===== src/rtl/dmg_dma_pkg.sv =====
// Shared types and address constants for the DMG OAM DMA controller.
package dmg_dma_pkg;

  typedef enum logic [1:0] {
    IDLE,
    DELAY,
    READ,
    WRITE
  } dma_state_t;

  localparam logic [15:0] OAM_BASE  = 16'hFE00;
  localparam logic [15:0] HRAM_LO   = 16'hFF80;
  localparam logic [15:0] HRAM_HI   = 16'hFFFE;
  localparam logic [15:0] DMA_REG   = 16'hFF46;
  localparam logic [7:0]  ECHO_MASK = 8'hDF;

endpackage


===== src/rtl/dmg_dma_cpu_arb.sv =====
// CPU access grant: while DMA owns the bus the CPU may only reach HRAM.
module dmg_dma_cpu_arb
  import dmg_dma_pkg::*;
(
  input  logic        dma_busy,
  input  logic [15:0] cpu_addr,
  output logic        cpu_gnt
);

  logic in_hram;

  always_comb begin
    in_hram = (cpu_addr >= HRAM_LO) && (cpu_addr <= HRAM_HI);
    cpu_gnt = ~dma_busy | in_hram;
  end

endmodule


===== src/rtl/dmg_oam_dma_ctrl.sv =====
// OAM DMA sequencer: FF46 write copies DMA_LEN bytes from {page,00h} into OAM.
// Optional macro DMG_OAM_DMA_ECHO_FOLD_EN folds source pages E0h-FFh onto work RAM.
module dmg_oam_dma_ctrl
  import dmg_dma_pkg::*;
#(
  parameter int unsigned DMA_LEN     = 160,
  parameter int unsigned START_DELAY = 1
) (
  input  logic        clk,
  input  logic        res,
  input  logic        reg_wr,
  input  logic [7:0]  reg_wdata,
  output logic [7:0]  reg_rdata,
  input  logic [15:0] cpu_addr,
  output logic        cpu_gnt,
  output logic        dma_busy,
  output logic        bus_sel,
  output logic        dma_rd,
  output logic [15:0] dma_src_addr,
  input  logic [7:0]  dma_din,
  output logic        dma_wr,
  output logic [7:0]  dma_oam_addr,
  output logic [7:0]  dma_dout
);

  localparam logic [7:0] LAST_IDX = 8'(DMA_LEN - 1);
  localparam logic [2:0] DLY_LAST = 3'((START_DELAY == 0) ? 0 : START_DELAY - 1);
  localparam dma_state_t START_ST = (START_DELAY == 0) ? READ : DELAY;

  dma_state_t state_q, state_d;
  logic [7:0] index_q, index_d;
  logic [7:0] page_q,  page_d;
  logic [7:0] hold_q,  hold_d;
  logic [2:0] dcnt_q,  dcnt_d;
  logic [7:0] src_page;

  always_ff @(posedge clk or posedge res) begin
    if (res) begin
      state_q <= IDLE;
      index_q <= '0;
      page_q  <= '0;
      hold_q  <= '0;
      dcnt_q  <= '0;
    end else begin
      state_q <= state_d;
      index_q <= index_d;
      page_q  <= page_d;
      hold_q  <= hold_d;
      dcnt_q  <= dcnt_d;
    end
  end

`ifdef DMG_OAM_DMA_ECHO_FOLD_EN
  assign src_page = (page_q >= 8'hE0) ? (page_q & ECHO_MASK) : page_q;
`else
  assign src_page = page_q;
`endif

  always_comb begin
    state_d      = state_q;
    index_d      = index_q;
    page_d       = page_q;
    hold_d       = hold_q;
    dcnt_d       = dcnt_q;
    dma_rd       = 1'b0;
    dma_wr       = 1'b0;
    dma_src_addr = '0;
    dma_oam_addr = '0;
    dma_dout     = '0;

    unique case (state_q)
      IDLE: ;
      DELAY: begin
        if (dcnt_q == DLY_LAST) state_d = READ;
        else                    dcnt_d  = dcnt_q + 3'd1;
      end
      READ: begin
        dma_rd       = 1'b1;
        dma_src_addr = {src_page, index_q};
        hold_d       = dma_din;
        state_d      = WRITE;
      end
      WRITE: begin
        dma_wr       = 1'b1;
        dma_oam_addr = index_q;
        dma_dout     = hold_q;
        if (index_q == LAST_IDX) begin
          state_d = IDLE;
        end else begin
          index_d = index_q + 8'd1;
          state_d = READ;
        end
      end
      default: state_d = IDLE;
    endcase

    // A register write restarts from any state; a READ in flight is dropped,
    // but the strobes above still reflect the current state this cycle.
    if (reg_wr) begin
      page_d  = reg_wdata;
      index_d = '0;
      dcnt_d  = '0;
      hold_d  = hold_q;
      state_d = START_ST;
    end
  end

  assign reg_rdata = page_q;
  assign dma_busy  = (state_q != IDLE);
  assign bus_sel   = (state_q == READ) || (state_q == WRITE);

  dmg_dma_cpu_arb u_arb (
    .dma_busy (dma_busy),
    .cpu_addr (cpu_addr),
    .cpu_gnt  (cpu_gnt)
  );

endmodule


===== config.mk =====
export PLATFORM = sky130hd
export DESIGN_NAME = dmg_oam_dma_ctrl
export DESIGN_NICKNAME = d
export VERILOG_FILES = /design/src/rtl/dmg_dma_pkg.sv /design/src/rtl/dmg_dma_cpu_arb.sv /design/src/rtl/dmg_oam_dma_ctrl.sv
export SDC_FILE = /design/constraint.sdc
export NUM_CORES = 1
export LEC_CHECK = 0
export ABC_AREA = 1
export CORE_MARGIN = 5
export CORE_UTILIZATION = 43
export DETAILED_ROUTE_END_ITERATION = 10
export PLACE_DENSITY = 0.95
export SYNTH_ARGS = -nofsm -noshare
export SYNTH_HDL_FRONTEND = slang
export SYNTH_HIERARCHICAL = 1
export SYNTH_SLANG_ARGS = --single-unit

===== constraint.sdc =====
create_clock -name clk -period 2.9 [get_ports clk]
set_input_delay 0.58 -clock clk [delete_from_list [all_inputs] [get_ports clk]]
set_output_delay 0.58 -clock clk [all_outputs]
set_load 0.05 [all_outputs]

Word-level counts from Yosys, hierarchy flattened --
Index checks and enable logic that the tools add are counted.
Cells by class: add/sub/neg operators 2, magnitude comparators 2, equal/unequal tests 7, multiplexer cells 15, bitwise operators 3, reductions and logical operators 11
Operators by type and width (number):
- $mux W8 | 5
- $ge A16 B16 Y1 const B | 1
- $le A16 B16 Y1 const B | 1
- $mux W16 | 1
- $mux W3 | 3
- $add A8 B1 Y8 const B | 1
- $eq A8 B8 Y1 const B | 1
- $reduce_and A2 Y1 | 4
- $mux W2 | 3
- $pmux W2 S3 | 1
- $reduce_bool A2 Y1 | 3
- $eq A2 B2 Y1 const B | 2
- $ne A2 B2 Y1 const B | 2
- $reduce_bool A4 Y1 | 1
- $add A3 B1 Y3 const B | 1
- $logic_not A3 Y1 | 1
- $ne A3 B3 Y1 const B | 1
- $eq A2 B1 Y1 const B | 1
- $mux W1 | 2
- $not A1 Y1 | 2
- $logic_and A1 B1 Y1 | 1
- $logic_or A1 B1 Y1 | 1
- $or A1 B1 Y1 | 1
Word-level totals: register bits after elaboration 29, bits of input ports 35, output and inout port bits 45, logic and storage cells 45

Longest topological paths before layout --
depth in word-level cells 4, mapped depth 8, mapped depth without buffers 7

Hierarchy --
Netlist, hierarchy kept.
By module, submodules not included:
- dmg_oam_dma_ctrl | times used 1, cells an instance 206, area an instance 1506.4 µm², seq. area each 725.7 µm²
- dmg_dma_cpu_arb | times used 1, cells an instance 17, area an instance 70.1 µm², seq. area each 0.0 µm²

Worst setup path after synthesis --
Ideal clock, no wire load.
path type reg2out, start point register state_q[1], end point output port dma_src_addr[0], arrival time 1953 ps, setup slack 367 ps, cell stages (with the launch flop) 6, cells stage by stage dfrtp_1 -> inv_1 -> nor2_2 -> inv_2 -> clkbuf_1 -> nor2_1
On the way: longest elaborated chain between the ends 2
RTL lines:
- from (decl) | line dmg_oam_dma_ctrl.sv:30 | dma_state_t state_q, state_d;
- from (signal assigned) | line dmg_oam_dma_ctrl.sv:45 | state_q <= state_d;
- $eq A2 B2 Y1 | line dmg_oam_dma_ctrl.sv:71 | unique case (state_q)
- $mux W16 | line dmg_oam_dma_ctrl.sv:71
- to (decl) | line dmg_oam_dma_ctrl.sv:19 | output logic [15:0] dma_src_addr,
No other way between the ends.

Worst setup path after layout --
start point register state_q[1], end point output port dma_oam_addr[7]
On the way: longest elaborated chain between the ends 2
RTL lines:
- $eq A2 B2 Y1 | line dmg_oam_dma_ctrl.sv:71
- $mux W8 | line dmg_oam_dma_ctrl.sv:71
- to (decl) | line dmg_oam_dma_ctrl.sv:22 | output logic [7:0] dma_oam_addr,
No other way between the ends.

==> impl_metrics.py <==
metrics = {
    "logic_synthesis": {
        "synth_area_um2": 1580,
        "yosys_register_bits": 29,
        "synthesis.area_per_instance_um2": 7.07,
        "yosysWarningCount": 6,
        "synth_top_area_share_pct": 46.0,
        "post_synth_num_cell_types": 20,
        "postSynthNetCount": 261,
        "ys_dominant_reg_cell": "dfrtp_1",
        "cell_type_contributing_the_most_total_cell_area_after_synthesis": "dfrtp_1",
        "sequential_area_share_after_synthesis_pct": 46.0,
        "synthesis.instances": 223,
        "proportion_of_synthesized_flip_flops_having_asynchronous_set_or_reset_pct": 100,
        "synth_edf_count": 0,
        "synth_top_cells_by_area": "dfrtp_1, nor2_1, nand2_1",
    },
    "critical_path": {
        "r2r_slack_ns": 1.33,
        "crit_chain": "nand2_1 > nor2_1 > clkdlybuf4s50_1",
        "arrival_ns": 2.16,
        "path_max_fanout": 19,
        "setup.worst_path.start_class": "flop",
        "cpPeakStageDelay_ns": 0.83,
        "crit_path_top_delay_cell": "clkdlybuf4s50_1",
        "crit_path_end_kind": "output port",
        "data_required_time_of_the_worst_path_ns": 2.32,
        "critical-path-top-delay-family": "buffers and inverters",
        "cp_num_buf_inv": 1,
        "crit_type": "flop to output port",
    },
    "cts": {
        "clock-sinks": 29,
        "number_of_gates_resized_after_cts": 0,
        "buffer_type_at_the_clock_tree_root": "clkbuf_8",
        "post_cts.repair.setup_buffers": 0,
        "cts_hold_repair.buffers": 0,
        "tritoncts": "yes",
        "clk_pin_slew_ns": 0.06,
        "cts-root-to-sink-buffers": 2,
        "numCtsBuffers": 5,
        "clk_latency_ns": 0.28,
        "cts.htree.levels": 2,
    },
    "power": {
        "switching_power_mw": 0.807,
        "power_mw": 1.87,
        "clockPowerShare_pct": 23.0,
        "leakage_nw": 1.15,
        "power_report.internal_total_mw": 1.07,
        "max-vdd-ir-drop_mv": 0.398,
        "power_frac_seq_pct": 29.8,
        "power.share.switching_pct": 43.1,
        "power.density_cell_area_nw_per_um2": 743,
        "combinationalPowerShare_pct": 47.2,
    },
    "floorplan": {
        "rows": 22,
        "floorplan.core_area_um2": 3610,
        "floorplan.die.height_um": 70.6,
        "die-width_um": 70.6,
        "die_area_um2": 4980,
        "pin_count": 80,
        "floorplan.initialDensity_pct": 43.7,
    },
    "outcome": {
        "outcome": "complete, no violations",
    },
    "global_routing": {
        "grt_max_degree": 23,
        "global_route_wire_length_before_repair_mm": 7.02,
        "global_route.overflow_total": 0,
        "initial_antenna_violation_count": 0,
        "vias_in_the_first_global_route": 1637,
        "grt_usage_pct": 17.6,
    },
    "drt": {
        "postRouteWirelength_mm": 4.15,
        "wl_per_cell_um": 11.8,
        "drt_first_pass_iters": 4,
        "avgViaCountPerCell": 4.71,
        "dr.first_iter.drc_count": 87,
        "route.detailed.drc": 0,
        "routed-via-count": 1662,
        "residual_antenna_violating_net_count_after_detailed_routing": 0,
    },
    "timing": {
        "max_freq_ghz": 0.365,
        "final.min_clock_period_ns": 2.74,
        "period_share_pct": 94.6,
        "timing.setup.tns_ns": 0,
        "setup_viol": 0,
        "max-slew-margin-rel_pct": 45.7,
        "rsz0062_at_grt": "no",
        "tightestPinTransition_ns": 0.813,
        "timing.final.max_slew_violations": 0,
        "finalHoldViolations": 0,
        "skew_ns": 0.00418,
    },
    "layout": {
        "layout-drive-gt1-share_pct": 5.90,
        "postLayoutCoreUtil_pct": 69.9,
        "area_growth_pct": 59.8,
        "final_nets": 342,
        "post_route_cell_area_um2": 2520,
        "fillerInstances": 289,
        "insertedDiodeCount": 0,
    },
    "placement": {
        "detailed_place.area_um2": 2400,
        "io_buffers": 79,
        "hpwlAfterDp_mm": 3.11,
        "finalWeightedCongestion": 0.848,
    },
    "hold_path": {
        "worst_hold_path_type": "flop to flop",
    },
    "job": {
        "cap_viol_max_count": 0,
    },
}
state kept, by name (all words and copies together) (netlist names):
name / count
state_q: 2
reg_rdata: 8
hold_q: 8
index_q: 8
dcnt_q: 3
power groups by stage:
| stage | Combinational [mW] | Clock, mW | Sequential [mW] |
|---|---|---|---|
| after floorplan | 0.578 | 0 | 0.587 |
| after global placement | 0.875 | 0 | 0.556 |
| after detailed placement | 0.888 | 0 | 0.563 |
| after CTS | 0.893 | 0.443 | 0.556 |
| after global routing | 0.950 | 0.460 | 0.564 |
| final | 0.884 | 0.432 | 0.558 |
worst register-to-register path, cell delays in order (launching register included):
cell and delay [ns]:
dfrtp_1 0.42, nand2_1 0.50, nand2_1 0.13, nand2_2 0.25, o21ai_0 0.14
logic make-up after synthesis:
logic type                 count (synthesis)  synth area share [%]
and+or+nand+nor                          115                  30.2
AOI/OAI and AO/OA                         31                  10.0
buffers and inverters                     45                  11.3
DFF                                       29                  46.0
adders and majority gates                  3                  2.38
cells in the final DEF, fill, tap and decap left out:
cell type	synthesis	final
and3_1	1	1
a21oi_1	9	9
nor2_1	51	51
nor2_2	2	2
o211ai_1	1	1
clkbuf_8	0	6
nand2_1	42	42
o21ai_0	18	18
or2_2	1	1
inv_2	1	1
ha_1	3	3
nand4_1	2	2
nand2_2	3	3
clkbuf_1	4	1
nand3_1	12	12
clkdlybuf4s50_1	0	78
o21ai_1	3	3
inv_1	37	37
nor2_4	1	1
dfrtp_1	29	29
buf_4	0	3
bufinv_16	0	1
per-layer routing:
metal	up-vias	wire length [um]	GRT usage, %
met4	0	40	6.05
met3	6	384	7.39
met2	62	1910	29.2
li1	841	-	-
met5	-	0	0
met1	753	1820	20.4
final cells by class:
type | instances | area, um^2 | share of cell area (%)
Timing Repair Buffer | 81 | 803 | 31.9
Sequential cell | 29 | 726 | 28.8
Multi-Input combinational cell | 149 | 672 | 26.7
Inverter | 38 | 143 | 5.66
Clock buffer | 7 | 86.3 | 3.43
Tap cell | 48 | 60.1 | 2.38
Clock inverter | 1 | 30.0 | 1.19
stage by stage:
step | std cells | hold WS [ns] | worst slack (ns)
final | 353 | 0.509 | 0.157
after global routing | 353 | 0.532 | 0.0446
after floorplan | 223 | 0.481 | 0.367
after detailed placement | 345 | 0.502 | 0.456
after global placement | 345 | 0.499 | 0.523
after CTS | 353 | 0.517 | 0.126
synth_stat cells, types with 2 or more instances:
cell / number
nor2_1: 51
nand2_1: 42
inv_1: 37
dfrtp_1: 29
o21ai_0: 18
nand3_1: 12
a21oi_1: 9
clkbuf_1: 4
ha_1: 3
nand2_2: 3
o21ai_1: 3
buf_2: 2
nand4_1: 2
nor2_2: 2
path summary, 6_finish.rpt:
| path | startpoint | to | cells after the start |
|---|---|---|---|
| worst max-delay path | state_q[1]$_DFFE_PP0P_ | dma_oam_addr[7] | 3 |
| worst min-delay path | hold_q[6]$_DFFE_PP0P_ | hold_q[6]$_DFFE_PP0P_ | 2 |
| worst max register to register | state_q[1]$_DFFE_PP0P_ | index_q[5]$_DFFE_PP0P_ | 4 |
| worst min register to register | hold_q[6]$_DFFE_PP0P_ | hold_q[6]$_DFFE_PP0P_ | 2 |
| max in group asynchronous | res | index_q[7]$_DFFE_PP0P_ | 3 |
| min in group asynchronous | res | reg_rdata[1]$_DFFE_PP0P_ | 2 |
Power figures use the tool's default switching activity.
